[config.mk]
export PLATFORM = sky130hd
export DESIGN_NAME = klein_finish_flat
export DESIGN_NICKNAME = d
export VERILOG_FILES = /design/src/rtl/klein_finish_if.sv /design/src/rtl/klein_finish.sv /design/src/flat_wrapper.sv
export SDC_FILE = /design/constraint.sdc
export NUM_CORES = 1
export LEC_CHECK = 0
export BUFFER_PORTS_ARGS = -buffer_cell sky130_fd_sc_hd__buf_2
export CAP_MARGIN = 10
export CORE_UTILIZATION = 45
export DETAILED_ROUTE_END_ITERATION = 10
export PLACE_DENSITY = 0.65
export SYNTH_ARGS = -nofsm -noshare
export SYNTH_HDL_FRONTEND = slang
export SYNTH_SLANG_ARGS = --single-unit
[constraint.sdc]
create_clock -name clk_i -period 12.5 [get_ports clk_i]
set_input_delay 0.625 -clock clk_i [delete_from_list [all_inputs] [get_ports clk_i]]
set_output_delay 0.625 -clock clk_i [all_outputs]
set_load 0.01 [all_outputs]
[src/rtl/klein_finish_if.sv]
// Handshake bundle for klein_finish: six input words with valid/ready in, one result with valid/ready out.
interface klein_finish_if #(
    parameter int BIT_WIDTH_I = 8
);
    logic                   in_valid_i;
    logic                   in_ready_o;
    logic [BIT_WIDTH_I-1:0] sum_a_i;
    logic [BIT_WIDTH_I-1:0] cs_a_i;
    logic [BIT_WIDTH_I-1:0] ccs_a_i;
    logic [BIT_WIDTH_I-1:0] sum_b_i;
    logic [BIT_WIDTH_I-1:0] cs_b_i;
    logic [BIT_WIDTH_I-1:0] ccs_b_i;
    logic                   out_valid_o;
    logic                   out_ready_i;
    logic [BIT_WIDTH_I-1:0] sum_o;

    modport master (
        output in_valid_i, sum_a_i, cs_a_i, ccs_a_i, sum_b_i, cs_b_i, ccs_b_i, out_ready_i,
        input  in_ready_o, out_valid_o, sum_o
    );

    modport slave (
        input  in_valid_i, sum_a_i, cs_a_i, ccs_a_i, sum_b_i, cs_b_i, ccs_b_i, out_ready_i,
        output in_ready_o, out_valid_o, sum_o
    );
endinterface

[src/rtl/klein_finish.sv]
// Final Kahan-Babuska-Klein stage: folds two (sum, cs, ccs) lanes into one minifloat through a shared adder.
// Define KLEIN_FINISH_FTZ_EN to flush subnormal adder inputs and results to signed zero.
module klein_finish #(
    parameter int EXP_WIDTH_I  = 5,
    parameter int MANT_WIDTH_I = 2
) (
    input logic          clk_i,
    input logic          rst_ni,
    klein_finish_if.slave bus
);
    localparam int BIT_WIDTH_I = 1 + EXP_WIDTH_I + MANT_WIDTH_I;
    localparam int E    = EXP_WIDTH_I;
    localparam int M    = MANT_WIDTH_I;
    localparam int SW   = M + 4;
    localparam int EMAX = (1 << E) - 1;
    localparam logic [BIT_WIDTH_I-1:0] QNAN = {1'b0, {E{1'b1}}, 1'b1, {(M-1){1'b0}}};

    typedef enum logic [2:0] {IDLE, S0, S1, S2, S3, S4, DONE} state_t;

    state_t                 r_state;
    state_t                 w_nextState;
    logic [BIT_WIDTH_I-1:0] r_sumA, r_csA, r_ccsA, r_sumB, r_csB, r_ccsB;
    logic [BIT_WIDTH_I-1:0] r_t0, r_t1, r_t2, r_t3, r_sum;
    logic [BIT_WIDTH_I-1:0] w_opA, w_opB, w_addRes;

    // Operands are aligned with three extra bits (guard, round, sticky) so rounding sees the exact sum.
    function automatic logic [BIT_WIDTH_I-1:0] fpAdd(input logic [BIT_WIDTH_I-1:0] a,
                                                     input logic [BIT_WIDTH_I-1:0] b);
        logic                   sA, sB, sBig, nanA, nanB, infA, infB, sticky, up, implicitBit;
        logic [E-1:0]           eA, eB;
        logic [M-1:0]           mA, mB, mOut;
        logic [SW-1:0]          bigExt, smallExt, smallSh;
        logic [SW:0]            sumV, norm;
        logic [M:0]             kept;
        logic [M+1:0]           rounded;
        logic [BIT_WIDTH_I-1:0] res;
        int                     effA, effB, effBig, diff, sh, p, lz, lim, e;
        sA = a[BIT_WIDTH_I-1];
        sB = b[BIT_WIDTH_I-1];
        eA = a[BIT_WIDTH_I-2:M];
        eB = b[BIT_WIDTH_I-2:M];
        mA = a[M-1:0];
        mB = b[M-1:0];
`ifdef KLEIN_FINISH_FTZ_EN
        if (eA == '0) mA = '0;
        if (eB == '0) mB = '0;
`endif
        nanA = (eA == '1) && (mA != '0);
        nanB = (eB == '1) && (mB != '0);
        infA = (eA == '1) && (mA == '0);
        infB = (eB == '1) && (mB == '0);
        res  = '0;
        if (nanA || nanB || (infA && infB && (sA != sB))) begin
            res = QNAN;
        end else if (infA) begin
            res = a;
        end else if (infB) begin
            res = b;
        end else begin
            effA = (eA == '0) ? 1 : int'(eA);
            effB = (eB == '0) ? 1 : int'(eB);
            if ({eB, mB} > {eA, mA}) begin
                bigExt   = {eB != '0, mB, 3'b000};
                smallExt = {eA != '0, mA, 3'b000};
                effBig   = effB;
                diff     = effB - effA;
                sBig     = sB;
            end else begin
                bigExt   = {eA != '0, mA, 3'b000};
                smallExt = {eB != '0, mB, 3'b000};
                effBig   = effA;
                diff     = effA - effB;
                sBig     = sA;
            end
            sh      = (diff > SW) ? SW : diff;
            smallSh = smallExt >> sh;
            sticky  = ((smallSh << sh) != smallExt);
            smallSh = smallSh | SW'(sticky);
            if (sA == sB) sumV = {1'b0, bigExt} + {1'b0, smallSh};
            else          sumV = {1'b0, bigExt} - {1'b0, smallSh};
            if (sumV == '0) begin
                res = {sA & sB, {(BIT_WIDTH_I-1){1'b0}}};
            end else begin
                e = effBig;
                if (sumV[SW]) begin
                    norm = (sumV >> 1) | {{SW{1'b0}}, sumV[0]};
                    e    = e + 1;
                end else begin
                    // Left shift stops at the minimum exponent, leaving a subnormal.
                    p = 0;
                    for (int i = 0; i < SW; i++) begin
                        if (sumV[i]) p = i;
                    end
                    lz   = SW - 1 - p;
                    lim  = e - 1;
                    sh   = (lz < lim) ? lz : lim;
                    norm = sumV << sh;
                    e    = e - sh;
                end
                kept    = norm[SW-1:3];
                up      = norm[2] & (norm[1] | norm[0] | kept[0]);
                rounded = {1'b0, kept} + {{(M+1){1'b0}}, up};
                if (rounded[M+1]) begin
                    e           = e + 1;
                    implicitBit = 1'b1;
                    mOut        = '0;
                end else begin
                    implicitBit = rounded[M];
                    mOut        = rounded[M-1:0];
                end
                if (e >= EMAX) begin
                    res = {sBig, {E{1'b1}}, {M{1'b0}}};
                end else if (!implicitBit) begin
`ifdef KLEIN_FINISH_FTZ_EN
                    res = {sBig, {(BIT_WIDTH_I-1){1'b0}}};
`else
                    res = {sBig, {E{1'b0}}, mOut};
`endif
                end else begin
                    res = {sBig, E'(e), mOut};
                end
            end
        end
        return res;
    endfunction

    always_ff @(posedge clk_i or negedge rst_ni) begin
        if (!rst_ni) r_state <= IDLE;
        else         r_state <= w_nextState;
    end

    always_comb begin
        w_nextState = r_state;
        case (r_state)
            IDLE:    if (bus.in_valid_i) w_nextState = S0;
            S0:      w_nextState = S1;
            S1:      w_nextState = S2;
            S2:      w_nextState = S3;
            S3:      w_nextState = S4;
            S4:      w_nextState = DONE;
            DONE:    if (bus.out_ready_i) w_nextState = IDLE;
            default: w_nextState = IDLE;
        endcase
    end

    // Small compensation terms are combined before the large running sums.
    always_comb begin
        w_opA = '0;
        w_opB = '0;
        case (r_state)
            S0: begin w_opA = r_ccsA; w_opB = r_ccsB; end
            S1: begin w_opA = r_csA;  w_opB = r_csB;  end
            S2: begin w_opA = r_t1;   w_opB = r_t0;   end
            S3: begin w_opA = r_sumA; w_opB = r_sumB; end
            S4: begin w_opA = r_t3;   w_opB = r_t2;   end
            default: ;
        endcase
    end

    assign w_addRes = fpAdd(w_opA, w_opB);

    always_ff @(posedge clk_i or negedge rst_ni) begin
        if (!rst_ni) begin
            r_sumA <= '0; r_csA <= '0; r_ccsA <= '0;
            r_sumB <= '0; r_csB <= '0; r_ccsB <= '0;
            r_t0   <= '0; r_t1  <= '0; r_t2   <= '0; r_t3 <= '0;
            r_sum  <= '0;
        end else begin
            case (r_state)
                IDLE: if (bus.in_valid_i) begin
                    r_sumA <= bus.sum_a_i; r_csA <= bus.cs_a_i; r_ccsA <= bus.ccs_a_i;
                    r_sumB <= bus.sum_b_i; r_csB <= bus.cs_b_i; r_ccsB <= bus.ccs_b_i;
                end
                S0:      r_t0  <= w_addRes;
                S1:      r_t1  <= w_addRes;
                S2:      r_t2  <= w_addRes;
                S3:      r_t3  <= w_addRes;
                S4:      r_sum <= w_addRes;
                default: ;
            endcase
        end
    end

    assign bus.in_ready_o  = (r_state == IDLE);
    assign bus.out_valid_o = (r_state == DONE);
    assign bus.sum_o       = r_sum;
endmodule

[src/flat_wrapper.sv]
// flat-port wrapper written by rule: the top's interface ports become plain ports
module klein_finish_flat 
#(
    parameter int EXP_WIDTH_I  = 5,
    parameter int MANT_WIDTH_I = 2
)
  (clk_i, rst_ni, bus_in_valid_i, bus_sum_a_i, bus_cs_a_i, bus_ccs_a_i, bus_sum_b_i, bus_cs_b_i, bus_ccs_b_i, bus_out_ready_i, bus_in_ready_o, bus_out_valid_o, bus_sum_o);
  klein_finish_if #(.BIT_WIDTH_I(8)) bus_i ();
  input logic clk_i;
  input logic rst_ni;
  input wire logic [$bits(bus_i.in_valid_i)-1:0] bus_in_valid_i;
  input wire logic [$bits(bus_i.sum_a_i)-1:0] bus_sum_a_i;
  input wire logic [$bits(bus_i.cs_a_i)-1:0] bus_cs_a_i;
  input wire logic [$bits(bus_i.ccs_a_i)-1:0] bus_ccs_a_i;
  input wire logic [$bits(bus_i.sum_b_i)-1:0] bus_sum_b_i;
  input wire logic [$bits(bus_i.cs_b_i)-1:0] bus_cs_b_i;
  input wire logic [$bits(bus_i.ccs_b_i)-1:0] bus_ccs_b_i;
  input wire logic [$bits(bus_i.out_ready_i)-1:0] bus_out_ready_i;
  output wire logic [$bits(bus_i.in_ready_o)-1:0] bus_in_ready_o;
  output wire logic [$bits(bus_i.out_valid_o)-1:0] bus_out_valid_o;
  output wire logic [$bits(bus_i.sum_o)-1:0] bus_sum_o;
  assign bus_i.in_valid_i = bus_in_valid_i;
  assign bus_i.sum_a_i = bus_sum_a_i;
  assign bus_i.cs_a_i = bus_cs_a_i;
  assign bus_i.ccs_a_i = bus_ccs_a_i;
  assign bus_i.sum_b_i = bus_sum_b_i;
  assign bus_i.cs_b_i = bus_cs_b_i;
  assign bus_i.ccs_b_i = bus_ccs_b_i;
  assign bus_i.out_ready_i = bus_out_ready_i;
  assign bus_in_ready_o = bus_i.in_ready_o;
  assign bus_out_valid_o = bus_i.out_valid_o;
  assign bus_sum_o = bus_i.sum_o;
  klein_finish #(.EXP_WIDTH_I(EXP_WIDTH_I), .MANT_WIDTH_I(MANT_WIDTH_I)) u_core (.clk_i(clk_i), .rst_ni(rst_ni), .bus(bus_i));
endmodule
# [After elaboration in Yosys (flattened, before gate mapping)]
# Index checks and enable logic that the tools add are counted.
# W data, S select, Z words.
[word_totals] regBits=91 input_bits=52 output_inout_bits=10 wordCells=135
[op_classes] addsub=10 n_lt_le_gt_ge=4 eq_ne=13 shift=3 mux=67 n_bitwise=6 reduce_logical=20
[op_table] cell="$mux W32" count=25
[op_table] cell="$sub A32 B32 Y32" count=3
[op_table] cell="$pmux W8 S5" count=2
[op_table] cell="$mux W6" count=13
[op_table] cell="$add A32 B2 Y32 const B" count=2
[op_table] cell="$mux W7" count=6
[op_table] cell="$ge A32 B6 Y1 const B" count=1
[op_table] cell="$gt A32 B4 Y1 const B" count=1
[op_table] cell="$lt A32 B32 Y1" count=1
[op_table] cell="$mux W8" count=4
[op_table] cell="$shl A6 B32 Y6" count=1
[op_table] cell="$shl A7 B32 Y6" count=1
[op_table] cell="$shr A6 B32 Y6" count=1
[op_table] cell="$sub A32 B2 Y32 const B" count=1
[op_table] cell="$sub A4 B32 Y32 const A" count=1
[op_table] cell="$pmux W3 S7" count=1
[op_table] cell="$mux W3" count=4
[op_table] cell="$or A6 B1 Y6" count=2
[op_table] cell="$eq A5 B5 Y1 const B" count=2
[op_table] cell="$logic_not A5 Y1" count=2
[op_table] cell="$mux W5" count=2
[op_table] cell="$reduce_bool A5 Y1" count=2
[op_table] cell="$eq A3 B3 Y1 const B" count=3
[op_table] cell="$add A6 B6 Y7" count=1
[op_table] cell="20 further kinds" count=41

# [Longest topological paths before layout]
# Gate-level depths: netlist (run 1).
[depth] word_depth=54 depth_mapped=64 ltp_nobuf=61

# [Worst setup path before layout (run 1)]
# Ideal clock, no wire load.
[synth_path] path_kind="reg2reg" startpoint="register u_core.r_state[2]" endpoint="register u_core.r_sum[2], in the netlist u_core.bus.sum_o[2]" setup_time_ns=0.077 arrival_time_ns=12.232 required_time_ns=12.423 path_slack_ns=0.191 path_stages_with_launch=60 n_path_buf=2 period_less_slack_ns=12.309 path_cell_list="dfrtp_1 -> buf_6 -> and3b_1 -> buf_6 -> a221oi_4 -> inv_2 -> or4_4 -> inv_1 -> nor2_1 -> inv_1 -> ha_1 -> inv_1 -> fa_1 -> a21o_1 -> a21oi_1 -> fa_1 -> nor3b_1 -> a41oi_1 -> [24 not listed] -> a41oi_4 -> mux2i_2 -> inv_1 -> ha_1 -> and2_1 -> fa_1 -> a21o_1 -> a21oi_1 -> xor2_1 -> nor2_1 -> nand2_1 -> nor2_1 -> or3_1 -> a221oi_1 -> nor4b_2 -> nor3_4 -> o21ai_2 -> a21oi_1"
[synth_via] elab_chain_cells=54 elab_cells_between_ends=111 classes_between="add/sub: 10; order compare: 4; eq/ne: 10; shift: 3; mux: 62; bitwise: 5; reduce/logical: 17"
[synth_rtl] element="from (decl)" line="klein_finish.sv:20" source="state_t r_state;"
[synth_rtl] element="from (signal assigned)" line="klein_finish.sv:129" source="else r_state <= w_nextState;"
[synth_rtl] element="parallel branches: the longest is 54 deep, another holds $sub A32 B32 Y32"
[synth_rtl] element="to (signal assigned)" line="klein_finish.sv:178" source="S4: r_sum <= w_addRes;"
[synth_rtl] element="to (decl)" line="klein_finish.sv:23" source="logic [BIT_WIDTH_I-1:0] r_t0, r_t1, r_t2, r_t3, r_sum;"
# Several ways; the timed one is not identified. The select of a mux whose other input is x is not followed.
# A chain may end at the register's enable or synchronous reset.

# [Worst setup path in the final report (run 1)]
[layout_path] startpoint="register u_core.r_state[0]" endpoint="register u_core.r_t1[4]"
[layout_via] elab_chain_cells=54 elab_cells_between_ends=111 classes_between="add/sub: 10; order compare: 4; eq/ne: 10; shift: 3; mux: 62; bitwise: 5; reduce/logical: 17"
[layout_rtl] element="parallel branches: the longest is 54 deep, another holds $sub A32 B32 Y32"
[layout_rtl] element="to (signal assigned)" line="klein_finish.sv:175" source="S1: r_t1 <= w_addRes;"
[layout_rtl] element="to (decl)" line="klein_finish.sv:23"
# Several ways; the timed one is not identified. The select of a mux whose other input is x is not followed.

==> reports/metrics.cfg, run 1 <==
[outcome]
status = completed

[clocking]
root_buffer = clkbuf_16
cts_tree = done
cts_buffers = 9
clockBufferDepth = 2
clkTransAtPathRegs_ns = 0.07
clk_latency_ns = 0.35
cts_max_level = 3
cts.sinks = 91

[synthesis]
ys_ff_latch = 91
synthCells = 866
avgSynthCellArea_um2 = 8.93
yosys.area.top_type_share_pct = 29.5
ys_seq_area_share_pct = 29.5
synth_edf_count = 0
yosys-top-cells-area = dfrtp_1 29%, mux2_2 8.3%, ha_1 6.6%
synth_ff_type = dfrtp_1
synth.largest_area_cell = dfrtp_1
yosysUniqueCellTypes = 95
async_reset_ff_share_pct = 100
yosys_warnings = 0
synthesis.area_mm2 = 0.00773

[timing]
finalCritPeriodShare_pct = 94.7
max_freq_mhz = 84.5
max_slew_margin_pct = 27.3
slew_violations = 0
setup_viol = 0
hold_viol_final = 0
worstMarginPinSlew_ns = 1.09
skew_ns = 0.00997
fin_setup_tns_ns = 0
fin_crit_ns = 11.84

[place]
place_congestion = 0.928
dp_hpwl_um = 16200
place_inst = 1164
io_buffers = 61

[critical_path]
worst-path-max-fanout = 20
r2r_cells = 60
crit_slowest_cell = or4_4
rrSetupSlack_ns = 0.66
reg2reg_to = u_core.r_t1[4]
start_kind = flip-flop
end_kind = flip-flop
reg2reg_from = u_core.r_state[0]
cp.arrival_ns = 12.06
max_stage_delay_ns = 0.52
crit_type = reg2reg
crit_required_ns = 12.72
path_common_cell = inv_1

[drt]
drtPass1Iterations = 5
num_vias = 6901
ant_nets = 0
wl_um = 20800
route.detailed.drc = 0
via_per_inst = 5.78
drt_first_iter_violations = 405
wl_per_cell_um = 17.4

[job]
drv_cap = 0

[global_route]
grt_use_total_pct = 23.9
grt_start_max_net_pins = 68
grt_pass1_vias = 6628
grt_overflow_total = 0
antenna_found_initial = 0
grt_pass1_wl_um = 33800

[floorplanning]
io_pins = 62
core_mm2 = 0.0167
num_rows = 47
initial_core_util_pct = 46.3
die-area_mm2 = 0.0177
die_y_um = 133
die_w_um = 133

[cells_and_area]
layout_commonest_cell = dfrtp_1
nNetsFinal = 1069
post-route-util_pct = 54.7
layout_common_cells = 89 x dfrtp_1, 75 x nand2_1, 74 x nor2_1, 65 x buf_4, 60 x buf_2
syn_to_final_growth_pct = 18.2
drive_gt1_share_pct = 29.6
diodes = 0
fin_cells = 1193

[worst_hold_path]
holdCritPathClass = in2async

[worst max path at each step]
| stage | slack [ns] | startpoint | cells past startpoint | end |
|---|---|---|---|---|
| floorplan | 0.19 | u_core.r_state[2] | 59 | u_core.bus.sum_o[2] |
| global placement | 0.004 | u_core.r_state[2] | 59 | u_core.r_t0[2] |
| detailed placement | -0.27 | u_core.r_state[2] | 57 | u_core.bus.sum_o[3] |
| CTS | 0.05 | u_core.r_state[0] | 59 | u_core.r_t0[6] |
| global route | -0.08 | u_core.r_state[0] | 60 | u_core.r_t1[4] |
| finish | 0.66 | u_core.r_state[0] | 60 | u_core.r_t1[4] |
[cell usage after synthesis, types with 5 or more instances]
| master | count |
|---|---|
| a31oi_1 | 10 |
| nand4_1 | 5 |
| ha_1 | 41 |
| and2_1 | 9 |
| a21o_1 | 11 |
| nor2_1 | 78 |
| xor2_1 | 8 |
| a211oi_1 | 7 |
| nand3_1 | 19 |
| buf_6 | 10 |
| o21ai_0 | 52 |
| a221o_1 | 6 |
| o21a_1 | 6 |
| nand2_1 | 75 |
| a211o_1 | 6 |
| fa_1 | 6 |
| mux2_2 | 57 |
| a22oi_1 | 7 |
| a21oi_1 | 57 |
| o21ai_1 | 8 |
| nand2b_1 | 10 |
| inv_1 | 50 |
| o22ai_1 | 5 |
| clkbuf_1 | 10 |
| buf_1 | 8 |
| nor2b_1 | 13 |
| o2bb2ai_1 | 5 |
| or3_1 | 8 |
| and3_1 | 8 |
| dfrtp_1 | 91 |
| xnor2_1 | 12 |
| nor3_1 | 22 |
| mux2i_1 | 27 |
| buf_2 | 8 |
[flip-flops by register name, indices dropped and copies added (netlist names)]
register          cells
u_core.bus.sum_o      8
u_core.r_ccsA         8
u_core.r_ccsB         8
u_core.r_csA          8
u_core.r_csB          8
u_core.r_state        3
u_core.r_sumA         8
u_core.r_sumB         8
u_core.r_t0           8
u_core.r_t1           8
u_core.r_t2           8
u_core.r_t3           8
[area by class of cell]
cell class,count,area [um^2]
Timing Repair Buffer,129,851
Inverter,52,195
Sequential cell,91,2280
Tap cell,220,275
Fill cell,1535,7560
Multi-Input combinational cell,687,5280
Clock inverter,4,30.0
Clock buffer,10,229
[per-stage QoR]
step                setup WS [ns]  cell area (um^2)  hold WS [ns]
floorplan                   0.191              7730         0.329
global placement          0.00426              8500         0.466
detailed placement         -0.269              8500         0.478
CTS                        0.0480              8820         0.179
global route              -0.0832              9140         0.191
finish                      0.659              9140         0.174
[logic make-up after synthesis]
logic type / share of synthesized area (%)
xor+xnor: 2.48
compound gates: 22.1
simple gates: 19.4
flops: 29.5
buf+inv: 5.44
mux: 12.9
fa+ha+maj: 8.19
other cells: 0.0485
[timing repair]
item	in CTS	in global routing
setup endpoints to repair	25	35
gates resized for setup	7	51
pin swaps	4	23
cloned	0	0
setup buffers	2	13
hold buffers	0	0
[per-layer routing]
| layer | global-route usage [%] | share of wire [%] | vias up | routed length [um] |
|---|---|---|---|---|
| met5 | 0 | 0 | - | 0 |
| met4 | 6.13 | 1.9 | 0 | 390 |
| met3 | 2.95 | 4.0 | 30 | 835 |
| met2 | 40.6 | 49 | 196 | 10200 |
| met1 | 32.1 | 45 | 3313 | 9370 |
| li1 | - | - | 3362 | - |
[critical path: cells and delay by family, from the launching register on]
kind                       cells  cell delay [ns]
buffers and inverters         11             0.97
muxes                          2             0.59
DFF                            1             0.45
and+or+nand+nor               16             2.99
AOI/OAI and AO/OA             22             4.06
xor gates and xnor gates       1             0.22
adders and majority gates      8             2.43
Power of run 1 is not shown: default switching activity piles up to over one toggle a cycle in this logic, so the estimate is an artifact.
==> inputs of run 2 (changes only) <==
Settings changed: CORE_UTILIZATION 45 to 52, PLACE_DENSITY 0.65 to 0.73.
==> run 2 against run 1 <==
Against the previous run:
- setup slack got worse by 0.17 ns
- global-route usage rose by 3.6 points
- hold slack improved by 0.013 ns
- core utilization rose by 8.8 points
- non-clock buffer count rose by 1
- critical path depth fell by 2
- flip-flop and latch count did not move
- count of clock-buffer cells in the layout rose by 3
- maximum frequency fell by 1.4%
- final cell count fell by 2.8%
- wire length rose by 4.4%
- via count rose by 4.1%
- largest cell class unchanged
==> reports/metrics.cfg, run 2 (synthesis gave the netlist of run 1 again) <==
[outcome]
status = completed  ; unchanged

[critical_path]
worst-path-max-fanout = 15  ; was 20
max_stage_delay_ns = 0.64  ; was 0.52 ns
crit_required_ns = 12.71  ; was 12.72 ns
crit_type = reg2reg  ; unchanged
crit_cells = 58  ; was 60
worstSetupStartpoint = u_core.r_state[0]  ; unchanged
end_kind = flip-flop  ; unchanged
rrSetupSlack_ns = 0.49  ; was 0.66 ns
cp.arrival_ns = 12.23  ; was 12.06 ns
path_buf_inv = 10  ; was 11
reg2reg_to = u_core.r_t0[6]  ; was u_core.r_t1[4]
reg2reg_from = u_core.r_state[0]  ; unchanged
crit_slowest_cell = fa_2  ; was or4_4
r2r_cells = 58  ; was 60
start_kind = flip-flop  ; unchanged
crit_family = simple AND/OR/NAND/NOR gates  ; was compound AO/OA/AOI/OAI gates

[drt]
ant_nets = 0  ; unchanged
wl_per_cell_um = 18.7  ; was 17.4 um
route.detailed.drc = 0  ; unchanged
drtPass1Iterations = 6  ; was 5
num_vias = 7184  ; was 6901
met1_length_um = 9130  ; was 9370 um
wl_met2_um = 10700  ; was 10200 um
maxUsedRoutingLayer = met4  ; unchanged
wl_met3_um = 1150  ; was 835 um
drt_first_iter_violations = 606  ; was 405
wl_um = 21700  ; was 20800 um
via_per_inst = 6.20  ; was 5.78

[floorplanning]
core_mm2 = 0.0145  ; was 0.0167 mm^2
die_y_um = 124  ; was 133 um
initial_core_util_pct = 53.2  ; was 46.3%
die_w_um = 124  ; was 133 um
num_rows = 44  ; was 47
die-area_mm2 = 0.0154  ; was 0.0177 mm^2
io_pins = 62  ; unchanged

[cells_and_area]
diodes = 0  ; unchanged
nNetsFinal = 1070  ; was 1069
layout_common_cells = 88 x dfrtp_1, 75 x nor2_1, 74 x nand2_1, 62 x buf_4, 60 x buf_2  ; was 89 x dfrtp_1, 75 x nand2_1, 74 x nor2_1, 65 x buf_4, 60 x buf_2
syn_to_final_growth_pct = 19.3  ; was 18.2%
layout_commonest_cell = dfrtp_1  ; unchanged
post-route-util_pct = 63.5  ; was 54.7%
drive_gt1_share_pct = 29.6  ; about the same

[global_route]
antenna_found_initial = 0  ; unchanged
grt_use_total_pct = 27.6  ; was 23.9%
grt_pass1_vias = 6553  ; was 6628
grt_overflow_total = 0  ; unchanged
grt_start_max_net_pins = 66  ; was 68
grt_pass1_wl_um = 32500  ; was 33800 um

[timing]
setup_viol = 0  ; unchanged
fin_crit_ns = 12.01  ; was 11.84 ns
max_slew_margin_pct = 27.2  ; was 27.3%
hold_viol_final = 0  ; unchanged
max_freq_mhz = 83.2  ; was 84.5 MHz
skew_ns = 0.00592  ; was 0.00997 ns
worstMarginPinSlew_ns = 1.09  ; about the same
finalCritPeriodShare_pct = 96.1  ; was 94.7%
slew_violations = 0  ; unchanged

[clocking]
clk_latency_ns = 0.34  ; was 0.35 ns
clockBufferDepth = 2  ; unchanged
clkTransAtPathRegs_ns = 0.06  ; was 0.07 ns
cts_buffers = 9  ; unchanged
cts_tree = done  ; unchanged
cts.sinks = 91  ; unchanged
cts_max_level = 3  ; unchanged
root_buffer = clkbuf_16  ; unchanged

[job]
drv_cap = 0  ; unchanged

[place]
dp_hpwl_um = 16100  ; was 16200 um
place_congestion = 0.930  ; was 0.928
io_buffers = 61  ; unchanged

[worst_hold_path]
holdCritPathClass = in2async  ; unchanged

## run 2: cell count changes in the layout (fill, tap and decap cells not counted), moves of 2 or more
cell | previous run | this run
a31oi_1 | 9 | 7
a31oi_2 | 0 | 2
buf_4 | 65 | 62
buf_6 | 2 | 6
clkbuf_8 | 0 | 2
clkinv_4 | 2 | 0
nor2_2 | 5 | 3
nor2b_2 | 3 | 1
nor3_1 | 19 | 21
nor3_2 | 4 | 0
nor3_4 | 3 | 5
o21ai_1 | 10 | 12
o21ai_2 | 3 | 1
## run 2: final cells by class
cell class                      count  area [um^2]
Timing Repair Buffer              130          878
Fill cell                        1234         5310
Clock buffer                       13          260
Clock inverter                      2         35.0
Sequential cell                    91         2280
Tap cell                          184          230
Multi-Input combinational cell    687         5350
Inverter                           52          195
## run 2: what timing repair did
item	CTS	global route
gates resized for setup	3	68
buffers inserted	1	18
hold buffers	0	0
endpoints found under the hold margin	0	0
cloned	0	1
pin swaps	2	23
endpoints found under the setup margin	25	35
## run 2: how the worst max path moves through the flow
stage / to / slack (ns)
6_report: u_core.r_t0[6] / 0.49
5_1_grt: u_core.bus.sum_o[6] / -0.12
4_1_cts: u_core.r_t3[2] / 0.06
3_5_place_dp: u_core.r_t2[6] / -0.08
3_3_place_gp: u_core.r_t2[6] / 0.12
2_1_floorplan: u_core.bus.sum_o[2] / 0.19
## run 2: routing by layer
layer / vias to the layer above / global-route usage (%)
li1: 3360 / -
met1: 3455 / 37.0
met2: 307 / 45.9
met3: 62 / 3.48
met4: 0 / 9.23
met5: - / 0
## run 2: through the flow
stage / hold WS (ns) / instance area, um^2 / TNS, ns / setup WS [ns] / std cells
finish: 0.188 / 9230 / 0 / 0.487 / 1159
global route: 0.208 / 9230 / -1.61 / -0.118 / 1159
CTS: 0.199 / 8750 / 0 / 0.0648 / 1140
detailed placement: 0.470 / 8430 / -0.903 / -0.0765 / 1124
global placement: 0.463 / 8430 / 0 / 0.120 / 1124
floorplan: 0.329 / 7730 / 0 / 0.191 / 867
## run 2: worst register-to-register path, delay by kind of cell, from the launching register on
family	cells	cell delay [ns]
adders and majority gates	8	2.88
muxes	2	0.71
xor gates and xnor gates	2	0.35
buffers and inverters	10	1.17
DFF	1	0.44
AOI/OAI and AO/OA	18	3.04
and+or+nand+nor	18	3.26
Power of run 2 is left out for the same reason.
==> inputs of run 3 (changes only) <==
Settings changed: GPL_TIMING_DRIVEN set to 0, PLACE_DENSITY 0.73 to 0.71.
Clock period 12.5 ns to 12.7 ns, I/O delays scaled along.
==> run 3 against run 2 <==
Against the previous run:
- sequential share of layout area hardly changed
- critical path type unchanged
- count of clock-buffer cells in the layout is 3 lower
- register-to-register slack better by 0.07 ns
- non-clock buffer count is 11 higher
- first-iteration DRC count is 5.0% higher
- core utilization hardly changed
- final cell count is 1.0% higher
- critical path depth is 4 higher
==> reports/metrics.cfg, run 3 (synthesis gave the netlist of run 1 again) <==
[cells_and_area]
syn_to_final_growth_pct = 19.4  ; was 19.3%
finalInstanceArea_mm2 = 0.00923  ; about the same
drive_gt1_share_pct = 29.2  ; was 29.6%
layout_commonest_cell = dfrtp_1  ; unchanged
layout_common_cells = 90 x dfrtp_1, 74 x nor2_1, 74 x nand2_1, 66 x buf_2, 57 x mux2_2  ; was 88 x dfrtp_1, 75 x nor2_1, 74 x nand2_1, 62 x buf_4, 60 x buf_2
post-route-util_pct = 63.5  ; about the same
nNetsFinal = 1081  ; was 1070
diodes = 0  ; unchanged

[clocking]
cts.sinks = 91  ; unchanged
cts_max_level = 3  ; unchanged
root_buffer = clkbuf_16  ; unchanged
clkTransAtPathRegs_ns = 0.07  ; was 0.06 ns
cts_tree = done  ; unchanged
cts_buffers = 9  ; unchanged
clockBufferDepth = 2  ; unchanged
clk_latency_ns = 0.35  ; was 0.34 ns

[timing]
skew_ns = 0.00751  ; was 0.00592 ns
setup_viol = 0  ; unchanged
finalCritPeriodShare_pct = 95.6  ; was 96.1%
max_freq_mhz = 82.3  ; was 83.2 MHz
worstMarginPinSlew_ns = 0.866  ; was 1.09 ns
slew_violations = 0  ; unchanged
hold_viol_final = 0  ; unchanged
max_slew_margin_pct = 40.6  ; was 27.2%
fin_crit_ns = 12.15  ; was 12.01 ns

[global_route]
antenna_found_initial = 0  ; unchanged
grt_pass1_wl_um = 33300  ; was 32500 um
grt_pass1_vias = 6489  ; was 6553
grt_overflow_total = 0  ; unchanged
grt_start_max_net_pins = 59  ; was 66
grt_use_total_pct = 28.3  ; was 27.6%

[drt]
route.detailed.drc = 0  ; unchanged
via_per_inst = 6.05  ; was 6.20
ant_nets = 0  ; unchanged
drt_first_iter_violations = 636  ; was 606
wl_um = 21400  ; was 21700 um
num_vias = 7083  ; was 7184
drtPass1Iterations = 6  ; unchanged
wl_per_cell_um = 18.3  ; was 18.7 um

[critical_path]
crit_family = compound AO/OA/AOI/OAI gates  ; was simple AND/OR/NAND/NOR gates
endpoint = u_core.r_t2[4]  ; was u_core.r_t0[6]
max_stage_delay_ns = 0.64  ; about the same
end_kind = flip-flop  ; unchanged
crit_cells = 62  ; was 58
path_buf_inv = 14  ; was 10
reg2reg_from = u_core.r_state[2]  ; was u_core.r_state[0]
worstSetupStartpoint = u_core.r_state[2]  ; was u_core.r_state[0]
path_common_cell = inv_1
crit_slowest_cell = fa_2  ; unchanged
worst-path-max-fanout = 10  ; was 15
rrSetupSlack_ns = 0.55  ; was 0.49 ns
reg2reg_to = u_core.r_t2[4]  ; was u_core.r_t0[6]
start_kind = flip-flop  ; unchanged
r2r_cells = 62  ; was 58
crit_required_ns = 12.97  ; was 12.71 ns
cp.arrival_ns = 12.41  ; was 12.23 ns
crit_type = reg2reg  ; unchanged

[job]
drv_cap = 0  ; unchanged

[outcome]
status = completed  ; unchanged

[place]
place_congestion = 0.913  ; was 0.930
dp_hpwl_um = 15900  ; was 16100 um
place_area_mm2 = 0.00830  ; was 0.00843 mm^2
io_buffers = 61  ; unchanged

[floorplanning]
num_rows = 44  ; unchanged
initial_core_util_pct = 53.2  ; unchanged
die-area_mm2 = 0.0154  ; unchanged
core_mm2 = 0.0145  ; unchanged
die_y_um = 124  ; unchanged
io_pins = 62  ; unchanged
die_w_um = 124  ; unchanged

[worst_hold_path]
holdCritPathClass = in2async  ; unchanged

-- run 3: worst min-delay path by stage --
stage,from,endpoint,slack [ns],cells past startpoint
final,rst_ni,u_core.r_csA[6],0.24,1
after floorplan,rst_ni,u_core.bus.sum_o[0],0.34,0
after detailed placement,u_core.bus.sum_o[7],u_core.bus.sum_o[7],0.47,2
after global routing,rst_ni,u_core.r_ccsA[6],0.27,1
after CTS,rst_ni,u_core.r_csA[3],0.25,1
after global placement,u_core.r_t2[7],u_core.r_t2[7],0.46,2
-- run 3: per-stage QoR --
stage	setup WS (ns)	setup TNS (ns)	hold slack, ns	cells
2_1_floorplan	0.391	0	0.339	867
3_3_place_gp	-1.61	-49.51	0.465	1112
3_5_place_dp	-1.67	-51.97	0.471	1113
4_1_cts	0.00988	0	0.247	1143
5_1_grt	-0.127	-2.03	0.273	1171
6_report	0.554	0	0.238	1171
-- run 3: layout make-up --
class,instances,area (um^2)
multi-input cells,687,5340
well taps,184,230
clock buffers,10,239
flip-flops and latches,91,2280
clock inverters,6,47.5
repair buffers,104,667
fillers,1268,5300
plain buffers,37,230
inverters,52,199
-- run 3: routing by layer --
metal | share of wire, % | wire length, um | track usage, %
met2 | 49 | 10600 | 47.5
met1 | 43 | 9310 | 38.0
met4 | 2.4 | 513 | 10.6
met3 | 4.7 | 1010 | 2.43
met5 | 0 | 0 | 0
-- run 3: timing repair --
action | CTS | global route
resized for setup | 28 | 49
hold buffers | 0 | 0
endpoints found under the setup margin | 35 | 35
pin swaps | 12 | 27
setup buffers | 14 | 28
-- run 3: worst register-to-register path, delay by kind of cell (launching register included) --
family | cells | cell delay [ns]
AOI/OAI and AO/OA | 21 | 4.06
adders and majority gates | 9 | 2.99
and+or+nand+nor | 14 | 2.25
buffers and inverters | 14 | 1.54
xor gates and xnor gates | 3 | 0.55
DFF | 1 | 0.37
muxes | 1 | 0.31
Power of run 3 is left out for the same reason.
